## src/rtl/slice_frac_cfg.sv

```systemverilog
// Fracturable K-input LUT slice with ripple carry, a heap-ordered mux tree and output registers.
// Configuration is shifted in serially and daisy-chains out of cfg_out to the next slice.
//
// state   | meaning
// UNCFG   | no config bit shifted since reset
// LOADING | shifting in; cnt holds the number of bits received so far
// READY   | full frame received, datapath outputs enabled
module slice_frac_cfg #(
    parameter int NUM_LUTS = 4,
    parameter int K        = 4
) (
    input  logic                  clk,
    input  logic                  rst,
    input  logic                  cfg_en,
    input  logic                  cfg_in,
    output logic                  cfg_out,
    output logic                  cfg_done,
    input  logic [NUM_LUTS*K-1:0] lut_in,
    input  logic [NUM_LUTS-2:0]   mux_sel,
    input  logic                  ci,
    input  logic                  reg_ce,
    output logic [NUM_LUTS-1:0]   o6,
    output logic [NUM_LUTS-1:0]   o5,
    output logic [NUM_LUTS-1:0]   sum,
    output logic                  co,
    output logic [NUM_LUTS-2:0]   mux_out,
    output logic [NUM_LUTS-1:0]   sync_out
);

    localparam int TT_BITS    = 2**K;
    localparam int LUT_STRIDE = TT_BITS + 1;
    localparam int CFG_BITS   = NUM_LUTS*LUT_STRIDE + 2;
    localparam int CNT_W      = $clog2(CFG_BITS + 1);

    typedef enum logic [1:0] {
        UNCFG,
        LOADING,
        READY
    } state_t;

    state_t             state, state_nx;
    logic [CNT_W-1:0]   cnt, cnt_nx;
    logic [CFG_BITS-1:0] cfg;

    logic               use_cc;
    logic               reg_mode;
    logic               ready;
    logic [NUM_LUTS-1:0] o6_raw, o5_raw, sum_raw;
    logic               co_raw;
    logic [NUM_LUTS-2:0] mux_raw;

    always_ff @(posedge clk) begin
        if (rst) begin
            cfg <= '0;
        end else if (cfg_en) begin
            cfg <= {cfg_in, cfg[CFG_BITS-1:1]};
        end
    end

    assign cfg_out  = cfg[0];
    assign use_cc   = cfg[CFG_BITS-2];
    assign reg_mode = cfg[CFG_BITS-1];

    always_ff @(posedge clk) begin
        if (rst) begin
            state <= UNCFG;
            cnt   <= '0;
        end else begin
            state <= state_nx;
            cnt   <= cnt_nx;
        end
    end

    always_comb begin
        state_nx = state;
        cnt_nx   = cnt;
        case (state)
            UNCFG: begin
                if (cfg_en) begin
                    state_nx = LOADING;
                    cnt_nx   = CNT_W'(1);
                end
            end
            LOADING: begin
                if (cfg_en) begin
                    if (cnt == CNT_W'(CFG_BITS - 1)) begin
                        state_nx = READY;
                        cnt_nx   = '0;
                    end else begin
                        cnt_nx = cnt + CNT_W'(1);
                    end
                end
            end
            READY: begin
                // any new bit starts a fresh frame; the old config is being pushed out
                if (cfg_en) begin
                    state_nx = LOADING;
                    cnt_nx   = CNT_W'(1);
                end
            end
            default: begin
                state_nx = UNCFG;
                cnt_nx   = '0;
            end
        endcase
    end

    assign ready    = (state == READY);
    assign cfg_done = ready;

    for (genvar i = 0; i < NUM_LUTS; i++) begin : g_lut
        logic [TT_BITS-1:0] tt;
        logic               frac;
        logic [K-1:0]       a;
        logic [K-2:0]       lo;

        assign tt   = cfg[i*LUT_STRIDE +: TT_BITS];
        assign frac = cfg[i*LUT_STRIDE + TT_BITS];
        assign a    = lut_in[i*K +: K];
        assign lo   = a[K-2:0];

        // fractured: o6 reads the upper half, o5 always reads the lower half
        assign o5_raw[i] = tt[{1'b0, lo}];
        assign o6_raw[i] = frac ? tt[{1'b1, lo}] : tt[a];
    end

    always_comb begin
        logic [NUM_LUTS:0] c;
        c       = '0;
        sum_raw = '0;
        c[0]    = ci;
        for (int i = 0; i < NUM_LUTS; i++) begin
            c[i+1]     = o6_raw[i] ? c[i] : o5_raw[i];
            sum_raw[i] = o6_raw[i] ^ c[i];
        end
        co_raw = c[NUM_LUTS];
    end

    always_comb begin
        logic [2*NUM_LUTS-1:1] v;
        v = '0;
        for (int n = NUM_LUTS; n < 2*NUM_LUTS; n++) begin
            v[n] = o6_raw[n-NUM_LUTS];
        end
        for (int n = NUM_LUTS-1; n >= 1; n--) begin
            v[n] = mux_sel[n-1] ? v[2*n+1] : v[2*n];
        end
        mux_raw = v[NUM_LUTS-1:1];
    end

    assign o6      = ready ? o6_raw : '0;
    assign o5      = ready ? o5_raw : '0;
    assign sum     = (ready && use_cc) ? sum_raw : '0;
    assign co      = ready && use_cc && co_raw;
    assign mux_out = ready ? mux_raw : '0;

    always_ff @(posedge clk) begin
        if (rst) begin
            sync_out <= '0;
        end else if (ready && reg_ce) begin
            sync_out <= reg_mode ? sum : o6;
        end
    end

endmodule

```

## config.mk

```make
export PLATFORM = sky130hd
export DESIGN_NAME = slice_frac_cfg
export DESIGN_NICKNAME = d
export VERILOG_FILES = /design/src/rtl/slice_frac_cfg.sv
export SDC_FILE = /design/constraint.sdc
export NUM_CORES = 1
export LEC_CHECK = 0
export CAP_MARGIN = 30
export CELL_PAD_IN_SITES_DETAIL_PLACEMENT = 0
export CELL_PAD_IN_SITES_GLOBAL_PLACEMENT = 1
export CORE_ASPECT_RATIO = 0.5
export CORE_MARGIN = 8
export CORE_UTILIZATION = 43
export DETAILED_ROUTE_END_ITERATION = 6
export HOLD_SLACK_MARGIN = 0.02
export PLACE_DENSITY = 0.88
export SETUP_SLACK_MARGIN = 0.15
export SYNTH_ARGS = -nofsm -noshare
export SYNTH_HDL_FRONTEND = slang
export SYNTH_SLANG_ARGS = --single-unit
```

## constraint.sdc

```tcl
create_clock -name clk -period 3.6 [get_ports clk]
set_input_delay 0.72 -clock clk [delete_from_list [all_inputs] [get_ports clk]]
set_output_delay 0.72 -clock clk [all_outputs]
set_load 0.02 [all_outputs]
```

After elaboration in Yosys (flattened, before gate mapping)
Cells that the tools add are included.
Cells by class
  add/subtract/negate cells: 1
  order comparisons: 12
  equal/unequal tests: 6
  mux-type cells: 48
  bitwise gates (word level): 4
  reduce and logical (&&, ||, !) cells: 7
Operators with widths (count)
  4-bit by 5-bit less-than comparator with 1-bit output, second input constant: 8
  1-bit binary-select mux with 3-bit select: 8
  1-bit two-way mux: 23
  7-bit two-way mux: 3
  3-bit by 5-bit less-than comparator with 1-bit output, second input constant: 4
  1-bit binary-select mux with 4-bit select: 4
  4-bit two-way mux: 4
  7-bit one-hot mux with 2 select lines: 1
  7-bit by 1-bit adder with 7-bit output, second input constant: 1
  7-bit equality test, second input constant: 1
  2-bit two-way mux: 3
  2-bit != test, second input constant: 2
  2-bit one-hot mux with 2 select lines: 1
  1-bit bitwise XOR: 4
  1-bit logical AND: 3
  3-bit two-way mux: 1
  3-bit AND reduction: 1
  2-bit by 1-bit equality test with 1-bit output, second input constant: 1
  2-bit equality test, second input constant: 1
  2-bit logical NOT: 1
  2-bit by 1-bit != test with 1-bit output, second input constant: 1
  2-bit AND reduction: 1
  2-bit OR reduction: 1
Storage, ports and cells
  register bits after elaboration: 83
  input port bits: 25
  output and inout bits: 22
  logic and storage cells: 82

Longest topological paths before layout
Gate-level depths: netlist of run 1.
  depth after elaboration: 9
  mapped depth: 11
  gate-level depth less buffers: 10

Worst setup path before layout of run 1
Ideal clock, no wire load.
  path type: input -> output
  from: input port lut_in[5]
  to: output port sum[3]
  arrival time: 2671 ps
  required time: 2880 ps
  setup slack: 209 ps
  stages on the path: 9
  path buffers: 1
  cell sequence: buf_4 mux4_2 mux2i_2 o31a_1 o22a_1 nand3_1 a21boi_1 ha_1 and3_1
On the way
  longest elaborated chain between the ends: 7
  elaborated cells on any way between the ends: 11
  those cells by class: mux (10); bitwise (1)
Ends and longest elaborated chain
  start, declared: line 18  | input logic [NUM_LUTS*K-1:0] lut_in,
  1-bit binary-select mux with 4-bit select or 1-bit binary-select mux with 3-bit select (tied branches): line 124  | assign o6_raw[i] = frac ? tt[{1'b1, lo}] : tt[a];
  1-bit two-way mux (not written as such): line 124
  1-bit two-way mux: line 124
  1-bit two-way mux * (2 in a row): line 133  | c[i+1] = o6_raw[i] ? c[i] : o5_raw[i];
  1-bit bitwise XOR *: line 134  | sum_raw[i] = o6_raw[i] ^ c[i];
  4-bit two-way mux *: line 153  | assign sum = (ready && use_cc) ? sum_raw : '0;
  end, declared: line 24  | output logic [NUM_LUTS-1:0] sum,
Mark *: on every way between the ends. The rest lies on a longest branch, timed or not. The select of a mux whose other input is x is not followed.

Worst setup path after layout of run 1
  from: input port lut_in[0]
  to: output port sum[3]
On the way
  longest elaborated chain between the ends: 8
  elaborated cells on any way between the ends: 12
  those cells by class: mux (11); bitwise (1)
Ends and longest elaborated chain (line)
  1-bit binary-select mux with 4-bit select or 1-bit binary-select mux with 3-bit select (tied branches): 124
  1-bit two-way mux (not written as such): 124
  1-bit two-way mux: 124
  1-bit two-way mux * (3 in a row): 133
  1-bit bitwise XOR *: 134
  4-bit two-way mux *: 153
Marks and branches as above.

==> flow_summary_export.csv, run 1 <==
group,metric,value,unit
yosys,async_reset_ff_share,0,%
yosys,synth_ff_type,"dfxtp_1",
critical_path,slowest_delay,520,ps
critical_path,cp.required,2880,ps
timing,rsz0062_at_grt,"yes",
grt,grt-ovfl-total,0,
critical_path,cpLargestDelayFamily,"multiplexers",
timing,tightest_slew,608.2,ps
timing,clock.fmax,0.2826,GHz
yosys,avgSynthCellArea,9.889,µm²
critical_path,worstPathCellList,"buf_8 -> mux4_2 -> mux2i_4 -> mux2i_1 -> or3_4 -> nand3_4 -> a21boi_4 -> ha_4 -> and3_4 -> buf_6",
worst_hold_path,hp-start,"cnt[5]",
grt,grt_pass1_vias,3097,
yosys,synth-edff-count,0,
critical_path,r2r_cells,10,
die,start_util,45.10,%
die,coreArea,0.008859,mm²
worst_hold_path,min_to,"cnt[5]",
worst_hold_path,worstHoldPathCells,2,
clock_tree,clock-sinks,83,
timing,fin_hold_ws,477.0,ps
timing,fin_crit,3539,ps
timing,slew_viol_final,0,
critical_path,rrSetupSlack,1050,ps
die,core.rowCount,24,
worst_hold_path,hold_class,"register to register",
outcome,status,"complete, no violations",
placement,place_congestion,0.7871,
final_layout,nets,504,
route,post_drt_wl_per_cell,15.18,µm
final_layout,n_antenna_cell,0,
route,viasPerCell,5.154,
critical_path,reg2reg_to,"sync_out[3]",
grt,grt_max_degree,39,
critical_path,cp.arrival,2820,ps
flow_run,cap_violations,0,
critical_path,startpoint_type,"primary input",
final_layout,drive_gt1_share,21.46,%
yosys,synthesis.area,0.003995,mm²
grt,grt_util_all_layers,14.24,%
critical_path,crit_slowest_cell,"mux4_2",
route,firstDrtPassIters,4,
timing,relSlewSlack,59.45,%
yosys,synthCells,404,
yosys,synth.most_common_cell,"nor2_1",
placement,port_buffers,46,
yosys,synth_top_cell_by_area,"dfxtp_1",
yosys,synth-seq-cells,83,
power,p_seq_share,45.5,%
timing,min_period_over_period,98.30,%
power,p_int,1.601,mW
route,wirelength,9063,µm
power,power.leakage,2.206,nW
power,power_switching,441.2,µW
route,antenna_left,0,
route,via_count,3077,
timing,hold_viol,0,
power,p_per_area,390.5,mW/mm²
yosys,synth_area_leaders,"dfxtp_1, mux2i_1, nor2_1, mux4_2, clkbuf_1",
die,die_w,152.3,µm
grt,grt_first_pass_wirelength,15320,µm
yosys,yosysSeqAreaShare,41.59,%
placement,dp.final_hpwl,6383,µm
clock_tree,root_buffer,"clkbuf_16",
critical_path,cp_max_fo,4,
clock_tree,clock_latency,340,ps
route,drt_iter0_markers,152,
timing,finalSetupViolCount,0,
final_layout,utilization,59.04,%
die,pin_count,47,
die,die_area,0.01282,mm²
timing,finalClockSkew,5.281,ps
critical_path,path_class,"primary input to primary output",
die,die_y,84.16,µm
clock_tree,numCtsBuffers,9,
yosys,synthTopCellsByCount,"nor2_1, mux2i_1, dfxtp_1, clkbuf_1, mux4_2",
yosys,synth_nets,432,
critical_path,reg2reg_from,"cfg[5]",
power,irDropWorstVdd,242.6,µV
grt,grt_antenna_before_repair,0,
clock_tree,htreeDepth,3,
power,p_sw_share,21.60,%
clock_tree,cts_tree,"done",
clock_tree,clock_path_buffers,2,
final_layout,fill_cells,751,
critical_path,path_buf_inv,2,
clock_tree,cts.clk_slew.worst_paths,60,ps
yosys,synth_top_cell_area_share,41.59,%
power,clkPwrFrac,47.1,%
power,combPwrFrac,7.4,%
yosys,yosys_warnings,0,
yosys,ys_types,48,
critical_path,worst_setup_path_end_kind,"primary output",
route,drc,0,
final_layout,syn2layout_area_growth,30.91,%
## flip-flops by register name, indices dropped and copies added, names as in the netlist
register  cells
cnt           7
cfg          70
state         2
sync_out      4
## how the worst max path moves through the flow
stage                     cells past startpoint      start  endpoint  slack, ps
final                                        10  lut_in[0]    sum[3]         60
after global routing                         10  lut_in[0]    sum[3]        -10
after CTS                                    11  lut_in[5]    sum[3]         -3
after detailed placement                     10  lut_in[0]    sum[3]      -1070
after global placement                       10  lut_in[0]    sum[3]      -1020
after floorplan                               9  lut_in[5]    sum[3]        210
## cell families (layout without fill, tap and decap cells)
family          Yosys count  count (layout)  synth area share, %
xor+xnor                  6               6                1.315
buf+inv                  26             102                2.568
flops                    83              83                41.59
fa+ha+maj                 3               3               0.9397
mux                     107             107                31.76
compound gates           34              34                5.982
simple gates            145             145                15.85
## power by group through the flow
stage                     Sequential (mW)  Clock (mW)  Combinational, mW
after floorplan                     0.947           0             0.0840
after global placement              0.949           0              0.146
after detailed placement            0.949           0              0.147
after CTS                           0.928       0.980              0.150
after global routing                0.929        1.02              0.162
final                               0.929       0.963              0.151
## metal layers
metal	wire, µm	vias up	global-route usage (%)
met5	0	-	0
met1	4299	1468	17.38
met3	293	8	3.986
li1	-	1567	-
met2	4385	34	24.39
met4	85	0	3.960
## repair_timing
item,4_1_cts,5_1_grt
pin swaps,8,6
buffers inserted,1,4
gates resized for setup,72,14
hold buffers,0,0
endpoints found under the setup margin,15,8
## through the flow
step,worst slack (ps),TNS [ps],std cells,power (mW),cell area (µm²)
6_report,61.13,0,597,2.042,5230
2_1_floorplan,209.4,0,404,1.031,3995
4_1_cts,-2.972,-2.972,593,2.058,5182
3_5_place_dp,-1072,-6875,577,1.096,4760
5_1_grt,-12.62,-12.62,597,2.108,5230
3_3_place_gp,-1023,-6489,577,1.094,4760
## tightest hold or removal path, cell delays in order, from the launching register on
cell,delay [ps]
dfxtp_1,310
o21ai_0,70
a21oi_1,60
## placed cells by master (no fill, tap or decap), types with 3 or more instances in the layout
cell              n
nor2_1           97
dfxtp_1          83
mux2i_1          82
buf_4            36
clkdlybuf4s50_1  24
mux4_2           14
nand2_1          12
clkbuf_16         9
a21oi_1           8
dlygate4sd2_1     8
nand2b_1          7
mux2i_4           6
nor3_1            5
and2_1            5
buf_6             5
inv_1             4
o21ai_0           4
nand4_1           4
xor2_1            4
clkbuf_2          4
mux2_2            3
a211oi_1          3
## area by class of cell
type	instances	area (µm²)	share of cell area, %
repair buffers	83	735.7	14.07
flip-flops and latches	83	1662	31.77
clock inverters	5	78.83	1.507
well taps	117	146.4	2.799
multi-input cells	295	2364	45.19
clock buffers	10	229.0	4.378
inverters	4	15.01	0.2871
(Power assumes the default switching activity.)
==> run 2, diff against run 1 <==
--- a/config.mk
+++ b/config.mk
@@ -9,7 +9,7 @@
 export CELL_PAD_IN_SITES_DETAIL_PLACEMENT = 0
 export CELL_PAD_IN_SITES_GLOBAL_PLACEMENT = 1
 export CORE_ASPECT_RATIO = 0.5
-export CORE_MARGIN = 8
+export CORE_MARGIN = 1
 export CORE_UTILIZATION = 43
 export DETAILED_ROUTE_END_ITERATION = 6
 export HOLD_SLACK_MARGIN = 0.02
@@ -18,3 +18,4 @@
 export SYNTH_ARGS = -nofsm -noshare
 export SYNTH_HDL_FRONTEND = slang
 export SYNTH_SLANG_ARGS = --single-unit
+export TNS_END_PERCENT = 20
==> run 2 against run 1 <==
  * Core utilization decreased by 0.66 points
  * Sequential share of layout area grew 0.36 points
  * Sequential power is essentially flat
  * Critical path depth unchanged
  * Die area down 24%
  * Wire length down 5.9%
  * Largest cell class unchanged
  * The run now ends with design-rule violations left
==> flow_summary_export.csv, run 2 (same netlist as run 1, synthesis figures left out) <==
group,metric,value,unit
outcome,status,"finished, violations left",
outcome,violations,"design-rule violations",
critical_path,worstPathCellList,"dlygate4sd2_1 -> buf_12 -> mux2i_1 -> mux4_2 -> mux2i_4 -> nand3_2 -> a21boi_2 -> ha_1 -> and3_4 -> buf_6",
power,p_int,1.546,mW
grt,grt_util_all_layers,18.54,%
placement,place_congestion,0.8267,
final_layout,layout_common_cells,"nor2_1, dfxtp_1, mux2i_1, buf_4, clkdlybuf4s50_1",
placement,dp.final_hpwl,5962,µm
critical_path,crit_end,"sum[3]",
die,die_area,0.009703,mm²
power,irDropWorstVdd,233.7,µV
worst_hold_path,hold_class,"register to register",
route,antenna_left,0,
final_layout,syn2layout_area_growth,29.44,%
route,post_drt_wl_per_cell,14.36,µm
final_layout,utilization,58.38,%
route,drt_iter0_markers,122,
clock_tree,clock-sinks,83,
clock_tree,ctsHoldBuffers,0,
clock_tree,cts.clk_slew.worst_paths,60,ps
placement,port_buffers,46,
route,firstDrtPassIters,6,
route,wirelength,8527,µm
placement,placed_cells,577,
timing,fin_crit,3551,ps
timing,fin_tns_setup,0,ps
clock_tree,clock_latency,340,ps
final_layout,mostFrequentLayoutCell,"nor2_1",
critical_path,reg2reg_to,"sync_out[3]",
grt,grt_max_degree,44,
final_layout,instances_no_fill,594,
final_layout,largest_reg_flops,70,
timing,slew_viol_final,0,
clock_tree,numCtsBuffers,9,
die,coreArea,0.008859,mm²
grt,grt-ovfl-total,0,
timing,min_period_over_period,98.65,%
clock_tree,clock_path_buffers,2,
final_layout,drive_gt1_share,20.55,%
power,p_per_area,390.2,mW/mm²
grt,grt_first_pass_wirelength,14170,µm
final_layout,multi_input_area,0.002326,mm²
critical_path,path_class,"primary input to primary output",
clock_tree,cts_tree,"done",
critical_path,crit_slowest_cell,"mux4_2",
timing,finalSetupViolCount,0,
die,core.rowCount,24,
power,power_switching,472.2,µW
critical_path,reg2reg_from,"cfg[23]",
power,clkPwrFrac,46.8,%
route,drc,1,
die,start_util,45.10,%
route,via_count,3089,
critical_path,slowest_delay,510,ps
final_layout,nets,500,
power,power.leakage,2.176,nW
grt,grt_pass1_vias,2939,
timing,tightest_slew,675.0,ps
final_layout,n_antenna_cell,0,
route,viasPerCell,5.200,
worst_hold_path,hp-start,"cnt[5]",
critical_path,startpoint_type,"primary input",
power,p_sw_share,23.40,%
die,die_w,138.3,µm
critical_path,rrSetupSlack,950,ps
timing,clock.fmax,0.2816,GHz
clock_tree,root_buffer,"clkbuf_16",
timing,hold_viol,0,
power,p_seq_share,46.0,%
timing,relSlewSlack,55.00,%
timing,finalClockSkew,6.681,ps
power,combPwrFrac,7.2,%
critical_path,cp.arrival,2830,ps
critical_path,cp_max_fo,8,
final_layout,fill_cells,772,
timing,rsz0062_at_grt,"yes",
flow_run,cap_violations,0,
final_layout,reg.largest.list,"cfg (70), cnt (7), sync_out (4)",
critical_path,crit_start,"lut_in[10]",
critical_path,worst_setup_path_end_kind,"primary output",
die,die_y,70.16,µm
critical_path,cp.required,2880,ps
die,pin_count,47,
critical_path,r2r_cells,11,
clock_tree,htreeDepth,3,
final_layout,seq_area,0.001662,mm²
grt,grt_antenna_before_repair,0,
final_layout,largest_register,"cfg",
## run 2: cell count changes in the layout (fill, tap and decap cells not counted), sizes merged
cell           delta
bufinv            -1
inv               +4
buf               -3
clkinv            -2
clkinvlp          +1
clkbuf            -4
clkdlybuf4s15     +2
## run 2: power groups by stage
stage               Clock [mW]  Combinational (mW)  Sequential, mW
finish                   0.944               0.146           0.928
CTS                      0.964               0.146           0.928
floorplan                    0              0.0840           0.947
global route              1.01               0.158           0.928
detailed placement           0               0.143           0.949
global placement             0               0.141           0.949
## run 2: per-layer routing
metal  wire length [µm]  global-route usage [%]
met5                  0                       0
met3                222                   5.418
met4                106                   6.117
met2               4077                   30.12
met1               4122                   23.77
## run 2: how the worst min path moves through the flow
stage | end | slack (ps) | cells after the start
2_1_floorplan | cnt[5] | 450 | 2
3_3_place_gp | cnt[5] | 460 | 2
3_5_place_dp | cnt[5] | 470 | 2
4_1_cts | cnt[5] | 480 | 2
5_1_grt | sync_out[0] | 510 | 2
6_report | cnt[5] | 480 | 2
## run 2: cell type report
type / count / share of cell area [%]
clock inverter: 7 / 1.621
timing repair buffer: 79 / 13.79
sequential: 83 / 32.13
tap: 117 / 2.831
clock buffer: 9 / 4.355
inverter: 4 / 0.2903
multi-input combinational: 295 / 44.98
## run 2: worst max-delay path, delay by kind of cell
family | cells | cell delay, ps
adder cells (fa/ha/maj) | 1 | 270
AND/OR/NAND/NOR | 2 | 290
AO/OA/AOI/OAI | 1 | 170
multiplexers | 3 | 840
buffers and inverters | 3 | 530
## run 2: repair_timing
action	4_1_cts	5_1_grt
buffers inserted	1	0
cloned	0	0
gates resized for setup	71	9
setup endpoints to repair	17	7
pin swaps	4	3
## run 2: stage by stage
stage | hold slack (ps) | power, mW | cell area (µm²) | setup slack [ps]
6_report | 476.6 | 2.018 | 5171 | 48.73
5_1_grt | 514.9 | 2.096 | 5171 | -18.97
4_1_cts | 480.9 | 2.038 | 5147 | 47.86
3_5_place_dp | 472.0 | 1.091 | 4760 | -1028
3_3_place_gp | 464.0 | 1.090 | 4760 | -990.2
2_1_floorplan | 449.9 | 1.031 | 3995 | 209.4
